**src/rtl/sdram_arbiter.sv**
```systemverilog
// Two-requester arbiter in front of the sdram_controller host port.
// Gates traffic until config done, latches one owner's command per transaction.
module sdram_arbiter #(
    parameter int unsigned FIXED_PRIORITY = 0
) (
    input  logic        clk,
    input  logic        rst_n,
    input  logic [31:0] i_addr,
    input  logic        i_wr_en,
    input  logic [1:0]  i_bytesel,
    input  logic [15:0] i_wdata,
    output logic [15:0] i_rdata,
    output logic        i_compl,
    input  logic [31:0] d_addr,
    input  logic        d_wr_en,
    input  logic [1:0]  d_bytesel,
    input  logic [15:0] d_wdata,
    output logic [15:0] d_rdata,
    output logic        d_compl,
    output logic [31:0] h_addr,
    output logic        h_wr_en,
    output logic [1:0]  h_bytesel,
    output logic [15:0] h_wdata,
    input  logic [15:0] h_rdata,
    input  logic        h_compl,
    input  logic        h_config_done,
    output logic        busy
);

    localparam int unsigned AW = 32;
    localparam int unsigned DW = 16;
    localparam int unsigned BW = 2;
    localparam bit          FP = (FIXED_PRIORITY != 0);

    typedef enum logic [1:0] {
        ST_CONFIG = 2'd0,
        ST_IDLE   = 2'd1,
        ST_BUSY   = 2'd2
    } state_e;

    state_e          state_q;
    logic [AW-1:0]   addr_q;
    logic            wr_en_q;
    logic [BW-1:0]   bytesel_q;
    logic [DW-1:0]   wdata_q;
    logic            owner_d_q;   // 1 = data port owns the transaction
    logic            last_d_q;    // 1 = data port was granted last

    logic            i_req_c;
    logic            d_req_c;
    logic            grant_d_c;
    logic            busy_c;

    assign i_req_c = (i_bytesel != BW'(0));
    assign d_req_c = (d_bytesel != BW'(0));

    // Winner selection; only meaningful when at least one request is pending.
    always_comb begin
        grant_d_c = d_req_c;
        if (i_req_c && d_req_c) begin
            grant_d_c = FP ? 1'b1 : ~last_d_q;
        end
    end

    always_ff @(posedge clk) begin
        if (!rst_n) begin
            state_q   <= ST_CONFIG;
            addr_q    <= '0;
            wr_en_q   <= 1'b0;
            bytesel_q <= '0;
            wdata_q   <= '0;
            owner_d_q <= 1'b0;
            last_d_q  <= 1'b1;
        end else begin
            case (state_q)
                ST_CONFIG: begin
                    if (h_config_done) begin
                        state_q <= ST_IDLE;
                    end
                end
                ST_IDLE: begin
                    if (i_req_c || d_req_c) begin
                        addr_q    <= grant_d_c ? d_addr    : i_addr;
                        wr_en_q   <= grant_d_c ? d_wr_en   : i_wr_en;
                        bytesel_q <= grant_d_c ? d_bytesel : i_bytesel;
                        wdata_q   <= grant_d_c ? d_wdata   : i_wdata;
                        owner_d_q <= grant_d_c;
                        last_d_q  <= grant_d_c;
                        state_q   <= ST_BUSY;
                    end
                end
                ST_BUSY: begin
                    if (h_compl) begin
                        state_q <= ST_IDLE;
                    end
                end
                default: state_q <= ST_CONFIG;
            endcase
        end
    end

    assign busy_c    = (state_q == ST_BUSY);
    assign busy      = busy_c;
    assign h_addr    = addr_q;
    assign h_wr_en   = wr_en_q;
    assign h_wdata   = wdata_q;
    // Command is withdrawn in the completion cycle so the controller never sees a repeat.
    assign h_bytesel = (busy_c && !h_compl) ? bytesel_q : BW'(0);

    assign i_compl   = h_compl && busy_c && !owner_d_q;
    assign d_compl   = h_compl && busy_c &&  owner_d_q;
    assign i_rdata   = h_rdata;
    assign d_rdata   = h_rdata;

endmodule

```
**config.mk**
```make
export PLATFORM = sky130hd
export DESIGN_NAME = sdram_arbiter
export DESIGN_NICKNAME = d
export VERILOG_FILES = /design/src/rtl/sdram_arbiter.sv
export SDC_FILE = /design/constraint.sdc
export NUM_CORES = 1
export LEC_CHECK = 0
export CAP_MARGIN = 20
export CORE_UTILIZATION = 40
export CTS_BUF_LIST = sky130_fd_sc_hd__clkbuf_4 sky130_fd_sc_hd__clkbuf_8 sky130_fd_sc_hd__clkbuf_16
export DETAILED_ROUTE_END_ITERATION = 10
export GPL_ROUTABILITY_DRIVEN = 0
export GPL_TIMING_DRIVEN = 0
export PLACE_DENSITY = 0.95
export SLEW_MARGIN = 20
export SYNTH_ARGS = -nofsm -noshare
export SYNTH_HDL_FRONTEND = slang
export SYNTH_SLANG_ARGS = --single-unit
```
**constraint.sdc**
```tcl
create_clock -name clk -period 2.85 [get_ports clk]
set_input_delay 0.855 -clock clk [delete_from_list [all_inputs] [get_ports clk]]
set_output_delay 0.855 -clock clk [all_outputs]
set_load 0.1 [all_outputs]
```
==> results.tsv, run 1 <==
stage	metric	value	unit
sta	rsz0062_at_grt	yes	
yosys	ys_seq_elements	55	
detailed_routing	drt.antenna.violating_nets	0	
critical_path	worst_path_dominant_cell_family	buffers and inverters	
sta	setup-violations-final	0	
power_and_ir_drop	power.density	521	mW/mm2
floorplan	rows	32	
critical_path	critPathRequiredTime	2.00	ns
sta	clock_skew	0.00592	ns
critical_path	worstPathArrival	1.96	ns
critical_path	end_kind	output pin	
cts	htree_levels	2	
cts	cts.sinks	55	
sta	max_slew_margin	32.4	%
sta	worst_pin_slew	1.01	ns
yosys	seq_area_frac_synth	34.3	%
cts	clock_path_buffers	2	
power_and_ir_drop	internal-power	1.56	mW
global_route	grt_max_degree	17	
cells_and_area	area_delta_synth_final	65.8	%
floorplan	start_util	41.5	%
global_route	grt_pass1_wl	17100	um
critical_path	crit_type	primary input to output pin	
global_route	met1_usage	30.0	%
global_route	grt_use_total	25.5	%
floorplan	die_y	91.6	um
detailed_routing	drt_wl_total	11200	um
placed_design	dp_hpwl	8420	um
cts	clk_pin_slew	0.10	ns
detailed_routing	firstDrtPassIters	5	
sta	post-route-min-period	2.81	ns
sta	finalCritPeriodShare	98.7	%
power_and_ir_drop	vdd_drop_max	0.316	mV
sta	hold_viol_final	0	
floorplan	core	0.00773	mm2
power_and_ir_drop	clock_power_share	20.0	%
sta	timing.fmax	0.356	GHz
cells_and_area	final_cell_count_no_fill	611	
cts	root_buffer	clkbuf_8	
yosys	syn_nets	433	
global_route	antenna_found_initial	0	
global_route	top_usage_layer	met2	
global_route	grt.overflow.total	0	
critical_path	crit_path_cell_trace	clkdlybuf4s50_1 -> nand2_1 -> nor2_2 -> buf_2	
cts	cts_tree	built	
detailed_routing	routedWlPerCell	18.4	um
global_route	met3_usage	4.69	%
yosys	synth.distinct_cells	28	
sta	fin_tns_setup	0	ns
floorplan	dieArea	0.00839	mm2
critical_path	worst_path_max_delay_cell	clkdlybuf4s50_1	
power_and_ir_drop	p_switching	1.22	mW
cts	cts_hold_buffers	0	
cells_and_area	nets	630	
cts	post_cts_buffers	0	
min_path	hold_path.class	flip-flop to flip-flop	
power_and_ir_drop	p_leak	2.04	nW
sta	slew_viol_final	0	
power_and_ir_drop	swShare	43.8	%
yosys	syn-cell-area	0.00321	mm2
detailed_routing	num_vias	3562	
critical_path	crit_path_start_kind	primary input	
run_status	run_status	finished, final reports clean	
cells_and_area	diodes	0	
cells_and_area	drive_gt1_share	19.8	%
global_route	use_met2	46.7	%
critical_path	crit_fanout	4	
flow_run	drv_cap	0	
cells_and_area	final_util	68.9	%
detailed_routing	drtIter0Drc	170	
cts	cts_made_buffers	5	
detailed_routing	vias_per_cell	5.83	
power_and_ir_drop	seq_power_share	31.7	%
placed_design	place_inst	603	
power_and_ir_drop	pwr-share-comb	48.3	%
floorplan	pin_count	208	
yosys	netlist_instances	311	
placed_design	port_buffers	190	
global_route	first_global_vias	3471	
critical_path	slowest_delay	0.53	ns
yosys	syn_avg_cell_area	10.3	um2
floorplan	fp.dieW	91.6	um
cts	worstSkewPairLatency	0.31	ns
yosys	yosysWarnings	0	
critical_path	crit_buf_inv	2	
detailed_routing	post-route-drc-count	0	
-- flip-flops by register name (all words and copies together), names as in the netlist --
signal     cells
h_addr        32
state_q        2
owner_d_q      1
last_d_q       1
h_wr_en        1
bytesel_q      2
h_wdata       16
-- power by group through the flow --
| stage | clock network [mW] | logic, mW | registers [mW] |
|---|---|---|---|
| 3_5_place_dp | 0 | 1.35 | 0.896 |
| 2_1_floorplan | 0 | 0.508 | 1.34 |
| 4_1_cts | 0.558 | 1.34 | 0.880 |
| 5_1_grt | 0.591 | 1.39 | 0.889 |
| 6_report | 0.555 | 1.34 | 0.881 |
| 3_3_place_gp | 0 | 1.33 | 0.893 |
-- stage by stage --
| step | instance area [um2] | setup WS (ns) | power (mW) | hold WS [ns] |
|---|---|---|---|---|
| after detailed placement | 5250 | -0.794 | 2.25 | 0.503 |
| after global placement | 5250 | -0.776 | 2.22 | 0.482 |
| after global routing | 5320 | -0.00336 | 2.87 | 0.562 |
| after floorplan | 3220 | 0.0691 | 1.85 | 0.466 |
| after CTS | 5310 | 0.0274 | 2.78 | 0.520 |
| final | 5320 | 0.0376 | 2.77 | 0.517 |
-- final cells by class --
type / instances / area, um2
clock inverter: 2 / 35.0
multi-input combinational: 179 / 1630
tap: 102 / 128
clock buffer: 6 / 82.6
timing repair buffer: 190 / 1860
fill: 617 / 2400
sequential: 55 / 1100
buffer: 77 / 489
-- Yosys cell counts, drive strengths merged --
library cell  number  area (um2)
nor2               2        10.0
nor3b              1        7.51
and2               4        25.0
nor2b              3        18.8
nand2b             2        12.5
nor4               1        12.5
a21oi              1        5.00
o221a             49         552
o21a               1        7.51
o311a              2        20.0
buf               51         392
nand2              2        7.51
nand3              2        10.0
and3               1        6.26
dfxtp             55        1100
o21ai              3        15.0
a21boi            53         398
or2                1        6.26
o21bai             2        15.0
a311o             49         490
clkbuf            26        97.6
-- final timing paths --
check	from	to	slack (ns)	cells after the start
worst min register to register	last_d_q	last_d_q	0.52	2
worst max register to register	state_q[0]	h_addr[7]	1.05	5
worst max-delay path	h_compl	i_compl	0.04	4
worst min-delay path	last_d_q	last_d_q	0.52	2
-- worst reg2reg max path: stages, from the launching register on --
cell,delay (ns)
dfxtp_1,0.43
nand2b_1,0.08
buf_2,0.19
nor2_2,0.29
clkbuf_1,0.45
o221a_1,0.30
-- cell usage in the layout, fill, tap and decap left out, types with 2 or more instances in the layout --
| cell | count |
|---|---|
| a21boi_0 | 52 |
| a311o_1 | 49 |
| and2_1 | 4 |
| buf_2 | 5 |
| buf_4 | 40 |
| buf_6 | 8 |
| clkbuf_1 | 26 |
| clkbuf_8 | 6 |
| clkdlybuf4s50_1 | 153 |
| dfxtp_1 | 55 |
| dlygate4sd2_1 | 33 |
| nand2_1 | 2 |
| nand2b_1 | 2 |
| nand3_1 | 2 |
| nor2_2 | 2 |
| o21ai_0 | 2 |
| o21bai_1 | 2 |
| o221a_1 | 15 |
| o221a_2 | 34 |
| o311a_1 | 2 |
-- logic make-up (layout without fill, tap and decap cells) --
kind of cell | after synthesis | after routing | synth area share, %
buffers and inverters | 77 | 275 | 15.2
and+or+nand+nor | 19 | 19 | 3.63
DFF | 55 | 55 | 34.3
AOI/OAI and AO/OA | 160 | 160 | 46.8
-- layer usage --
metal | routed length (um) | up-vias | share of wire (%)
li1 | - | 1627 | -
met1 | 4460 | 1703 | 40
met2 | 5660 | 214 | 50
met3 | 899 | 18 | 8.0
met4 | 199 | 0 | 1.8
met5 | 0 | - | 0
-- timing repair --
| action | 4_1_cts | 5_1_grt |
|---|---|---|
| endpoints found under the setup margin | 37 | 3 |
| resized for setup | 55 | 4 |
| gates cloned | 0 | 0 |
Power figures use the tool's default switching activity.
==> run 2, diff against run 1 <==
- ABC_AREA: default -> 1
- SETUP_SLACK_MARGIN: default -> 0.4
==> run 2 against run 1 <==
Effect of this change: count of clock-buffer cells in the layout rose by 2; sequential cell count stayed put; via count is 7.8% higher; final area rose by 2.4%; critical endpoint is now h_bytesel[1]; clock skew is 0.00061 ns higher; largest cell class unchanged; wire length is 4.5% lower; fmax up 15%; power fell by 2.0%; critical path depth up 1; combinational power barely moved.
==> results.tsv, run 2 <==
stage	metric	value	unit	change
critical_path	crit_type	primary input to output pin		
critical_path	crit_fanout	4		unchanged
cells_and_area	layout_common_cells	109 x nand2_1, 107 x inv_1, 104 x clkdlybuf4s50_1		
min_path	hold_path.class	flip-flop to flip-flop		
cells_and_area	multi_input_area	0.00136	mm2	-17%
placed_design	dp_hpwl	8190	um	-2.7%
sta	setup-violations-final	0		unchanged
flow_run	drv_cap	0		unchanged
global_route	antenna_found_initial	0		unchanged
yosys	synth_common_cells	111 x nand2_1, 109 x inv_1, 99 x nand3_1, 55 x dfxtp_1, 42 x a21oi_1		
critical_path	crit_path_start_kind	primary input		
cts	cts_tree	built		
global_route	grt.overflow.total	0		unchanged
yosys	async_reset_ff_share	0	%	unchanged
critical_path	worstPathArrival	1.60	ns	-0.36 ns
cells_and_area	final_cell_count_no_fill	811		+33%
min_path	hold_path.startpoint	h_wdata[1]		
yosys	ys_seq_elements	55		unchanged
cts	clk_pin_slew	0.09	ns	about the same
sta	setup_ws	0.394	ns	+0.357 ns
yosys	synth.area.top_cells	dfxtp_1 34%, nand3_1 15%, nand2_1 13%		
sta	holdWs	0.537	ns	+0.0201 ns
cells_and_area	nets	830		+32%
critical_path	startpoint	h_compl		
floorplan	rows	32		unchanged
power_and_ir_drop	p_leak	2.78	nW	+36%
cells_and_area	seq_area	0.00110	mm2	+0.11%
detailed_routing	num_vias	3841		+7.8%
cts	htree_levels	2		unchanged
detailed_routing	post-route-drc-count	0		unchanged
cells_and_area	drive_gt1_share	17.9	%	-1.9 points
cts	cts_hold_buffers	0		unchanged
cts	worstSkewPairLatency	0.30	ns	about the same
detailed_routing	routedWlPerCell	13.2	um	-28%
sta	hold_viol_final	0		unchanged
global_route	first_global_vias	3695		+6.5%
floorplan	die_y	92.1	um	+0.63%
yosys	synthFlopType	dfxtp_1		
cells_and_area	diodes	0		unchanged
floorplan	start_util	41.6	%	+0.10 points
floorplan	fp.dieW	92.1	um	+0.63%
detailed_routing	firstDrtPassIters	5		unchanged
cts	clock_path_buffers	2		unchanged
detailed_routing	vias_per_cell	4.74		-19%
placed_design	place_inst	803		+33%
yosys	netlist_instances	510		+64%
cells_and_area	area_delta_synth_final	67.6	%	
power_and_ir_drop	vdd_drop_max	0.289	mV	-8.4%
sta	clock_skew	0.00653	ns	+0.000615 ns
global_route	grt_max_degree	16		-1
placed_design	place_ws	-0.762	ns	+0.0327 ns
critical_path	critPathRequiredTime	2.00	ns	about the same
detailed_routing	drtIter0Drc	126		-26%
yosys	synth_top_area_share	33.9	%	-0.44 points
cells_and_area	fillers	685		+11%
floorplan	core	0.00781	mm2	+1.0%
global_route	grt_use_total	24.5	%	-0.99 points
yosys	seq_area_frac_synth	33.9	%	-0.44 points
yosys	yosysWarnings	0		unchanged
placed_design	port_buffers	191		+0.53%
sta	fin_tns_setup	0	ns	unchanged
cells_and_area	largest_register_ffs	32		unchanged
sta	post-route-min-period	2.46	ns	-0.357 ns
critical_path	r2r_slack	1.43	ns	+0.38 ns
cells_and_area	layout_commonest_cell	nand2_1		
power_and_ir_drop	total_power	2.72	mW	-2.0%
sta	timing.fmax	0.407	GHz	+15%
global_route	grt_pass1_wl	16800	um	-1.9%
cts	cts.sinks	55		unchanged
sta	rsz0062_at_grt	yes		
yosys	yosysMostFrequentCell	nand2_1		
sta	slew_viol_final	0		unchanged
power_and_ir_drop	power.density	499	mW/mm2	-4.2%
yosys	syn-cell-area	0.00325	mm2	+1.3%
detailed_routing	drt_wl_total	10700	um	-4.5%
yosys	syn_nets	632		+46%
sta	worst_pin_slew	1.01	ns	-0.00212 ns
critical_path	end_kind	output pin		
cts	cts_made_buffers	5		unchanged
yosys	synth.distinct_cells	18		-36%
sta	max_slew_margin	33.0	%	+0.62 points
floorplan	dieArea	0.00849	mm2	+1.3%
run_status	run_status	finished, final reports clean		
sta	finalCritPeriodShare	86.2	%	-13 points
floorplan	pin_count	208		unchanged
critical_path	r2r-start	last_d_q		
yosys	synth_enable_flop_cells	0		unchanged
detailed_routing	drt.antenna.violating_nets	0		unchanged
cts	post_cts_buffers	0		unchanged
yosys	yosys.area.top_type	dfxtp_1		
cts	root_buffer	clkbuf_8		
yosys	syn_avg_cell_area	6.37	um2	-38%
==> run 2: path summary, 6_finish.rpt <==
check                 endpoint  cells after the start
setup / recovery  h_bytesel[1]                      5
hold / removal      h_wdata[1]                      4
setup reg to reg     h_addr[7]                      7
hold reg to reg     h_wdata[1]                      4
==> run 2: worst max-delay path, cell delays in order <==
cell and delay, ns:
dlygate4sd2_1 0.27, inv_2 0.07, nand2_4 0.07, nor2_4 0.13, buf_12 0.19
==> run 2: what timing repair did <==
| item | 4_1_cts | 5_1_grt |
|---|---|---|
| cloned | 0 | 0 |
| setup endpoints to repair | 86 | 2 |
| gates resized for setup | 180 | 2 |
| pin swaps | 0 | 1 |
==> run 2: through the flow <==
step                cell area, um2  util [%]
floorplan                     3300         -
global placement              5340      68.4
detailed placement            5340      68.4
CTS                           5440      69.7
global route                  5450      69.8
finish                        5450      69.8
==> run 2: routing by layer <==
metal	routed length, um	part of all wire [%]	track usage (%)	up-vias
met2	5540	52	47.6	168
met1	4130	39	26.3	1729
met4	233	2.2	6.51	0
met3	807	7.5	5.64	23
met5	0	0	0	-
li1	-	-	-	1921
==> run 2: report_power, final <==
part | total [mW] | switching [mW] | leakage, nW | internal, mW
registers | 0.878 | 0.0362 | 0.452 | 0.841
logic | 1.37 | 0.986 | 2.28 | 0.380
clock network | 0.477 | 0.245 | 0.0549 | 0.232
==> run 2: cells by family (layout without fill, tap and decap cells) <==
group,count (synthesis),after routing,synth area share (%)
flip-flops,55,55,33.9
AND/OR/NAND/NOR,222,222,29.6
AO/OA/AOI/OAI,58,58,10.6
buffers and inverters,175,374,25.9
==> run 2: cell type report <==
type | count | area share [%]
multi-input combinational | 280 | 25.0
clock buffer | 8 | 1.91
inverter | 112 | 7.72
timing repair buffer | 191 | 35.1
tap | 102 | 2.34
sequential | 55 | 20.2
buffer | 63 | 7.74
==> run 3, diff against run 2 <==
- CORE_UTILIZATION: 40 -> 41
- CTS_BUF_LIST: sky130_fd_sc_hd__clkbuf_4 sky130_fd_sc_hd__clkbuf_8 sky130_fd_sc_hd__clkbuf_16 -> sky130_fd_sc_hd__clkbuf_8
- SETUP_SLACK_MARGIN: 0.4 -> 0.5
==> run 3 against run 2 <==
Effect of this change: sequential cell count is the same; clock skew is essentially flat; power shrank 0.22%; sequential share of layout area grew 0.29 points; fmax grew 5.0%; critical endpoint is now d_rdata[7]; via count shrank 0.76%; register-to-register slack gained 0.02 ns; clock power shrank 2%; combinational power is essentially flat; highest routed layer unchanged.
==> results.tsv, run 3 (same netlist as run 2, synthesis figures left out) <==
stage	metric	value	unit	change
cells_and_area	nets	830		unchanged
detailed_routing	drtIter0Drc	104		-17%
cells_and_area	layout_commonest_cell	nand2_1		
critical_path	critPathRequiredTime	2.00	ns	about the same
cts	root_buffer	clkbuf_8		
sta	rsz0062_at_grt	no		
cells_and_area	final_util	69.9	%	+0.081 points
min_path	hold_path.class	flip-flop to flip-flop		
detailed_routing	drt.antenna.violating_nets	0		unchanged
placed_design	dp_hpwl	8090	um	-1.2%
cells_and_area	final_cell_count_no_fill	811		unchanged
sta	clock_skew	0.00645	ns	-0.0000763 ns
detailed_routing	routedWlPerCell	13.0	um	-1.6%
sta	setup-violations-final	0		unchanged
cts	htree_levels	2		unchanged
cts	worstSkewPairLatency	0.31	ns	about the same
cts	cts_made_buffers	5		unchanged
global_route	antenna_found_initial	0		unchanged
detailed_routing	post-route-drc-count	0		unchanged
placed_design	place_ws	-0.745	ns	+0.0170 ns
sta	fin_tns_setup	0	ns	unchanged
floorplan	core	0.00769	mm2	-1.5%
sta	finalCritPeriodShare	82.0	%	-4.1 points
power_and_ir_drop	vdd_drop_max	0.261	mV	-9.9%
sta	worst_pin_slew	0.949	ns	-0.0594 ns
critical_path	worstPathArrival	1.48	ns	-0.12 ns
global_route	grt_pass1_wl	16600	um	-1.1%
cts	cts.sinks	55		unchanged
placed_design	port_buffers	191		unchanged
cells_and_area	layout_common_cells	109 x nand2_1, 108 x inv_1, 104 x clkdlybuf4s50_1		
cells_and_area	area_delta_synth_final	65.2	%	
cts	cts_hold_buffers	0		unchanged
critical_path	crit_fanout	2		-2
sta	max_slew_margin	37.0	%	+3.9 points
critical_path	crit_type	primary input to output pin		
flow_run	drv_cap	0		unchanged
cts	clock_path_buffers	2		unchanged
cts	cts_tree	built		
power_and_ir_drop	p_leak	2.63	nW	-5.4%
floorplan	pin_count	208		unchanged
critical_path	end_kind	output pin		
cts	clk_pin_slew	0.09	ns	about the same
global_route	grt_use_total	24.4	%	-0.16 points
floorplan	dieArea	0.00829	mm2	-2.4%
cells_and_area	largest_register_ffs	32		unchanged
critical_path	worst_path_dominant_cell_family	buffers and inverters		
sta	post-route-min-period	2.34	ns	-0.118 ns
global_route	grt.overflow.total	0		unchanged
sta	hold_viol_final	0		unchanged
cells_and_area	diodes	0		unchanged
detailed_routing	firstDrtPassIters	5		unchanged
detailed_routing	drt_wl_total	10500	um	-1.6%
floorplan	start_util	42.3	%	+0.65 points
sta	holdWs	0.539	ns	+0.00180 ns
cells_and_area	drive_gt1_share	24.4	%	+6.5 points
global_route	first_global_vias	3761		+1.8%
run_status	run_status	finished, final reports clean		
critical_path	worst_path_max_delay_cell	clkdlybuf4s15_2		
detailed_routing	num_vias	3812		-0.76%
critical_path	crit_buf_inv	2		-1
floorplan	rows	32		unchanged
critical_path	crit_path_start_kind	primary input		
floorplan	die_y	91.0	um	-1.2%
sta	timing.fmax	0.428	GHz	+5.0%
critical_path	slowest_delay	0.54	ns	+0.27 ns
placed_design	place_inst	803		unchanged
floorplan	fp.dieW	91.0	um	-1.2%
cts	post_cts_buffers	0		unchanged
global_route	grt_max_degree	16		unchanged
sta	setup_ws	0.512	ns	+0.118 ns
power_and_ir_drop	power.density	505	mW/mm2	+1.2%
detailed_routing	vias_per_cell	4.70		-0.76%
sta	slew_viol_final	0		unchanged
critical_path	crit_path_cell_trace	buf_4 -> clkdlybuf4s15_2		
==> run 3: cell types whose count changed in the layout (fill, tap and decap cells not counted), sizes merged <==
cell           previous run  this run
dlygate4sd2              50         0
buf                      62        64
inv                     112       113
clkdlybuf4s15            33        50
clkbuf                   13        43
==> run 3: where the power goes <==
group / internal [mW] / total (mW) / switching (mW)
combinational: 0.378 / 1.36 / 0.987
sequential: 0.841 / 0.881 / 0.0394
clock: 0.219 / 0.469 / 0.250
total: 1.44 / 2.71 / 1.28
==> run 3: final timing paths <==
kind	start	to	slack, ns	cells past startpoint
worst min-delay path	h_addr[6]	h_addr[6]	0.54	4
worst max register to register	state_q[0]	h_addr[6]	1.45	8
worst min register to register	h_addr[6]	h_addr[6]	0.54	4
worst max-delay path	h_rdata[7]	d_rdata[7]	0.51	2
==> run 3: repair_timing <==
| item | 4_1_cts | 5_1_grt |
|---|---|---|
| pin swaps | 1 | 0 |
| resized for setup | 249 | 35 |
| endpoints found under the setup margin | 86 | 38 |
| gates cloned | 0 | 0 |
==> run 3: layout make-up <==
| class | instances | area [um2] |
|---|---|---|
| Buffer | 63 | 422 |
| Multi-Input combinational cell | 280 | 1370 |
| Clock buffer | 7 | 96.3 |
| Fill cell | 648 | 2320 |
| Timing Repair Buffer | 191 | 1830 |
| Clock inverter | 1 | 3.75 |
| Tap cell | 102 | 128 |
| Inverter | 112 | 420 |
| Sequential cell | 55 | 1100 |
==> run 3: metrics by stage <==
stage               cell area [um2]  power [mW]
floorplan                      3300        1.90
global placement               5340        2.28
detailed placement             5340        2.31
CTS                            5520        2.74
global route                   5370        2.83
finish                         5370        2.71
==> run 3: worst reg2reg max path: stages, from the launching register on <==
cell and delay [ns]:
dfxtp_1 0.41, nand2_1 0.07, inv_1 0.10, nand2_2 0.09, inv_2 0.11, buf_2 0.23, nand3_1 0.17, nand2_1 0.09
inv_1 0.03
==> run 3: layer usage <==
metal  share of wire (%)  GRT usage (%)  up-vias
met4                 1.5           6.48        0
li1                    -              -     1913
met1                  41           27.4     1748
met5                   0              0        -
met2                  51           47.0      135
met3                 5.6           3.94       16
==> RTL change 1 (config.mk and constraints of run 2) <==
Register the outputs `i_rdata`, `i_compl`, `d_rdata`, `d_compl`, `h_bytesel` and `busy`, without a reset; this adds one clock of latency there. The other outputs are not delayed to match.
--- a/src/rtl/sdram_arbiter.sv
+++ b/src/rtl/sdram_arbiter.sv
@@ -100,17 +100,19 @@
     end
 
     assign busy_c    = (state_q == ST_BUSY);
-    assign busy      = busy_c;
+    always_ff @(posedge clk) begin
+        i_rdata   <= h_rdata;
+        i_compl   <= h_compl && busy_c && !owner_d_q;
+        d_rdata   <= h_rdata;
+        d_compl   <= h_compl && busy_c &&  owner_d_q;
+        h_bytesel <= (busy_c && !h_compl) ? bytesel_q : BW'(0);
+        busy      <= busy_c;
+    end
     assign h_addr    = addr_q;
     assign h_wr_en   = wr_en_q;
     assign h_wdata   = wdata_q;
     // Command is withdrawn in the completion cycle so the controller never sees a repeat.
-    assign h_bytesel = (busy_c && !h_compl) ? bytesel_q : BW'(0);
 
-    assign i_compl   = h_compl && busy_c && !owner_d_q;
-    assign d_compl   = h_compl && busy_c &&  owner_d_q;
-    assign i_rdata   = h_rdata;
-    assign d_rdata   = h_rdata;
 
 endmodule
 
Behaviour: not the same (Yosys sat finds a counterexample within 4 cycles, from zero or initial values and one cycle with rst_n low).
==> RTL change 1 against run 2 <==
  * Worst setup slack gained 0.048 ns
  * Largest cell class unchanged
  * Register-to-register slack lost 0.10 ns
  * Cell count grew 4.1%
  * Critical endpoint is now h_addr[15]
  * Combinational power grew 14%
  * Largest power group unchanged
  * Synthesized cell count grew 1.2%
  * Cell area grew 6.1%
  * Power grew 29%
  * Synthesized area grew 7.5%
  * Wire length grew 5.5%
  * Critical path type is now flop to output port
  * Sequential cell count grew 21
==> RTL change 1: results (changes against run 2) <==
Finish:
- The count of clock-net buffers in the final layout is 10 (was 8).
- The fraction of area in multi-input gates is 21.99% (was 24.96%).
- The multi-input combinational gate total came to 283 (was 280).
- The clock network contribution to total cell area is 3.074% (was 1.906%).
- The register area came to 0.001521 mm2 (was 0.001102 mm2).
- The final-layout fill cell count came to 672 (was 685).
- The non-clock inverter count in the final layout is 110 (was 112).
- The final net count is 856 (was 830).
- The fraction of area in non-clock buffers is 39.20% (was 42.85%).
- The ratio of cells with drive above 1 in the final layout is 10.01% (was 17.91%).

Synth:
- Commonest cells post-synth: 110 x sky130_fd_sc_hd__nand2_1, 107 x sky130_fd_sc_hd__inv_1, 98 x sky130_fd_sc_hd__nand3_1 (was 111 x sky130_fd_sc_hd__nand2_1, 109 x sky130_fd_sc_hd__inv_1, 99 x sky130_fd_sc_hd__nand3_1).
- Largest cells by area after synthesis: sky130_fd_sc_hd__dfxtp_1 44%, sky130_fd_sc_hd__nand3_1 14%, sky130_fd_sc_hd__nand2_1 12%, sky130_fd_sc_hd__inv_1 11%, sky130_fd_sc_hd__a21oi_1 7.9% (was sky130_fd_sc_hd__dfxtp_1 34%, sky130_fd_sc_hd__nand3_1 15%, sky130_fd_sc_hd__nand2_1 13%, sky130_fd_sc_hd__inv_1 13%, sky130_fd_sc_hd__buf_4 7.4%).
- The count of different cell masters after synthesis was 17 (was 18).
- The fraction of the yosys area taken by sequential cells is 43.55% (was 33.87%).
- The post-synthesis register bit count was 76 (was 55).
- The net count after synthesis was 638 (was 632).

GRT:
- The number of global-route vias before repair is 3704 (was 3695).
- The largest net degree at the start of global routing is 14 (was 16).
- The combined global-route utilization of all metal layers was 24.19% (was 24.53%).
- The global-route wire length before repair is 16930 um (was 16790 um).

Placement:
- The detailed placer's ending HPWL is 8920 um (was 8186 um).
- The count of buffers inserted at the top-level ports is 207 (was 191).

Setup path:
- The worst setup path endpoint is h_addr[15] (was h_bytesel[1]).
- The path depth of the worst reg2reg path was 7 (unchanged).
- The worst flop-to-flop path endpoint is h_addr[21] (was h_addr[7]).
- The maximum fanout encountered on the critical timing path is 2 (was 4).
- The largest stage delay on the critical path is 0.86 ns (was 0.27 ns).
- The worst setup slack for register-to-register paths was 1.33 ns (was 1.43 ns).

Routing:
- The per-cell routed wire length is 13.39 um (was 13.21 um).

STA:
- The clock skew is 0.01163 ns (was 0.006531 ns).
- The worst-margin pin slew is 1.000 ns (was 1.009 ns).

Outcome:
- Status: finished clean (unchanged).

Pwr:
- The sequential group power is 1220 uW (was 878 uW).
- The cell leakage power is 0.002932 uW (was 0.002783 uW).

Worst hold path:
- The hold path depth was 1 (was 4).
- The launch point of the worst hold path was owner_d_q (was h_wdata[1]).

Clock tree:
- The clock buffer count from CTS is 9 (was 5).
- The later-pin clock latency in the skew report came to 0.33 ns (was 0.30 ns).
- The number of H-tree levels is 3 (was 2).
-- RTL change 1: logic make-up after synthesis --
| kind of cell | after synthesis | synth area share, % |
|---|---|---|
| flip-flops | 76 | 43.55 |
| AND/OR/NAND/NOR | 225 | 27.97 |
| AO/OA/AOI/OAI | 58 | 8.417 |
| buffers and inverters | 157 | 20.06 |
-- RTL change 1: routing by layer --
metal  vias up  GRT usage (%)  share of wire (%)
met5         -              0                  0
met1      1828          25.45                 37
met4         0          7.587                1.6
met2       160          46.67                 52
li1       1998              -                  -
met3        18          5.901                8.5
-- RTL change 1: per-stage QoR --
| stage | area [um2] | cells | power (uW) | setup slack, ns |
|---|---|---|---|---|
| after floorplan | 3493 | 516 | 2388 | 0.6388 |
| after global placement | 5697 | 828 | 2839 | 0.1175 |
| after detailed placement | 5697 | 828 | 2874 | 0.1296 |
| after CTS | 5799 | 844 | 3536 | 0.3444 |
| after global routing | 5781 | 844 | 3679 | 0.4006 |
| final | 5781 | 844 | 3522 | 0.4427 |
==> RTL change 2 (settings of run 2) <==
Without the edit above. Reset style: asynchronous (`rst_n`), changed in one clocked block.
--- a/src/rtl/sdram_arbiter.sv
+++ b/src/rtl/sdram_arbiter.sv
@@ -62,7 +62,7 @@
         end
     end
 
-    always_ff @(posedge clk) begin
+    always_ff @(posedge clk or negedge rst_n) begin
         if (!rst_n) begin
             state_q   <= ST_CONFIG;
             addr_q    <= '0;
Check against the original RTL: differs if rst_n is asserted again (counterexample within 4 cycles, from zero or initial values and one cycle with rst_n low); with rst_n held inactive, the same outputs for 10 cycles.
==> RTL change 2 against run 2 <==
  * Critical path depth fell by 4
  * Cell area rose by 0.80%
  * Synthesized area is 1.0% higher
  * Worst setup slack improved by 0.047 ns
  * Core utilization up 0.20 points
  * Wire length shrank 1.6%
  * Sequential cell count unchanged
Power is not compared: it rests on default switching activity, and its combinational part moved more than twofold at a synthesized area within 25%.
==> RTL change 2: results (changes against run 2) <==
Routing:
- The total met2 wirelength after detailed routing came to 5391 um (was 5537 um).
- The number of iterations in the first detailed-routing pass is 4 (was 5).
- The iteration-0 DRC count of the detailed router is 161 (was 126).
- The post-detailed-route via-to-cell ratio was 4.868 (was 4.736).
- The wire length the detailed router placed on met1 is 3950 um (was 4134 um).
- The per-cell routed wire length is 14.05 um (was 13.21 um).
- The detailed route wirelength on metal3 is 876 um (was 807 um).

Synth:
- The async set or reset register ratio after synthesis is 100.0% (was 0%).
- The net count after synthesis is 570 (was 632).
- The fraction of the yosys area taken by sequential cells was 41.96% (was 33.87%).
- The share of the synthesized area in compound gates (AO/OA/AOI/OAI) is 0.9527% (was 10.62%).
- Commonest cells post-synth: 164 x sky130_fd_sc_hd__nand2_1, 55 x sky130_fd_sc_hd__inv_1, 54 x sky130_fd_sc_hd__dfrtp_1 (was 111 x sky130_fd_sc_hd__nand2_1, 109 x sky130_fd_sc_hd__inv_1, 99 x sky130_fd_sc_hd__nand3_1).
- Largest cells by area after synthesis: sky130_fd_sc_hd__dfrtp_1 41%, sky130_fd_sc_hd__nand2_1 19%, sky130_fd_sc_hd__nand3b_1 11%, sky130_fd_sc_hd__buf_4 8.7%, sky130_fd_sc_hd__nand3_1 7.8% (was sky130_fd_sc_hd__dfxtp_1 34%, sky130_fd_sc_hd__nand3_1 15%, sky130_fd_sc_hd__nand2_1 13%, sky130_fd_sc_hd__inv_1 13%, sky130_fd_sc_hd__buf_4 7.4%).
- The count of different cell masters after synthesis is 15 (was 18).

Finish:
- The number of flip-flops under the largest register name is 32 (unchanged).
- The ratio of cells with drive above 1 in the final layout is 17.75% (was 17.91%).

GRT:
- The combined global-route utilization of all metal layers came to 24.54% (was 24.53%).
- The largest net degree at the start of global routing is 56 (was 16).
- The number of global-route vias before repair is 3630 (was 3695).
- The global-route wire length before repair came to 16410 um (was 16790 um).

Setup path:
- The largest stage delay on the critical path is 0.85 ns (was 0.27 ns).
- The maximum fanout encountered on the critical timing path was 2 (was 4).
- The critical path's slowest cell was sky130_fd_sc_hd__clkdlybuf4s15_1 (was sky130_fd_sc_hd__dlygate4sd2_1).
- The data arrival time of the critical path is 1.55 ns (was 1.60 ns).

Placement:
- The count of buffers inserted at the top-level ports is 191 (unchanged).
- The detailed placer's ending HPWL came to 8064 um (was 8186 um).

Clock tree:
- The clock buffer count from CTS is 5 (unchanged).

STA:
- The clock skew is 0.004364 ns (was 0.006531 ns).

Outcome:
- Status: finished clean (unchanged).
RTL change 2: per-layer routing:
| layer | track usage, % | vias up |
|---|---|---|
| met5 | 0 | - |
| met1 | 27.16 | 1693 |
| li1 | - | 1741 |
| met3 | 5.747 | 28 |
| met2 | 45.19 | 189 |
| met4 | 9.245 | 0 |
RTL change 2: power groups by stage:
stage | Combinational [uW] | Clock [uW] | Sequential (uW)
global placement | 5080 | 0 | 1410
detailed placement | 5170 | 0 | 1430
floorplan | 1400 | 0 | 3890
finish | 4940 | 491 | 1410
global route | 5180 | 527 | 1450
CTS | 4940 | 497 | 1400
RTL change 2: cells by family (layout without fill, tap and decap cells):
logic type	Yosys count	in the layout
AND/OR/NAND/NOR	275	275
buffers and inverters	114	314
AO/OA/AOI/OAI	4	4
flip-flops	55	55
RTL change 2: worst register-to-register path: cells and delay by family (launching register included):
| family | cells | cell delay, ns |
|---|---|---|
| AND/OR/NAND/NOR | 4 | 0.54 |
| buffers and inverters | 3 | 0.49 |
| flip-flops | 1 | 0.47 |
RTL change 2: final timing paths:
kind                            cells past startpoint        from  slack, ns     endpoint
worst max register to register                      7  state_q[0]       1.29  h_wdata[13]
max in group asynchronous                           1       rst_n       1.79   h_wdata[4]
worst min-delay path                                2  h_addr[30]       0.48   h_addr[30]
worst min register to register                      2  h_addr[30]       0.48   h_addr[30]
worst max-delay path                                1  h_addr[18]       0.44   h_addr[18]
min in group asynchronous                           1       rst_n       0.59  h_wdata[12]
RTL change 2: metrics by stage:
stage | setup WS [ns] | instances | instance area (um2) | hold slack, ns
finish | 0.4410 | 750 | 5493 | 0.4831
CTS | 0.4025 | 750 | 5484 | 0.4859
floorplan | 0.3980 | 448 | 3339 | 0.4488
global placement | -0.8536 | 741 | 5379 | 0.4615
detailed placement | -0.9062 | 741 | 5376 | 0.4650
global route | 0.3949 | 750 | 5493 | 0.5071
RTL change 2: timing repair:
| item | in CTS | in global routing |
|---|---|---|
| hold buffers | 0 | 0 |
| gates resized for setup | 184 | 7 |
| setup endpoints to repair | 86 | 9 |
| cloned | 0 | 0 |
| pin swaps | 2 | 1 |
| buffers inserted | 1 | 0 |
RTL change 2: layout make-up:
| cell class | count | area (um2) |
|---|---|---|
| multi-input combinational | 279 | 1374 |
| sequential | 55 | 1378 |
| tap | 102 | 127.6 |
| timing repair buffer | 192 | 1922 |
| clock buffer | 8 | 103.9 |
| fill | 632 | 2355 |
| buffer | 57 | 374.1 |
| inverter | 57 | 214.0 |
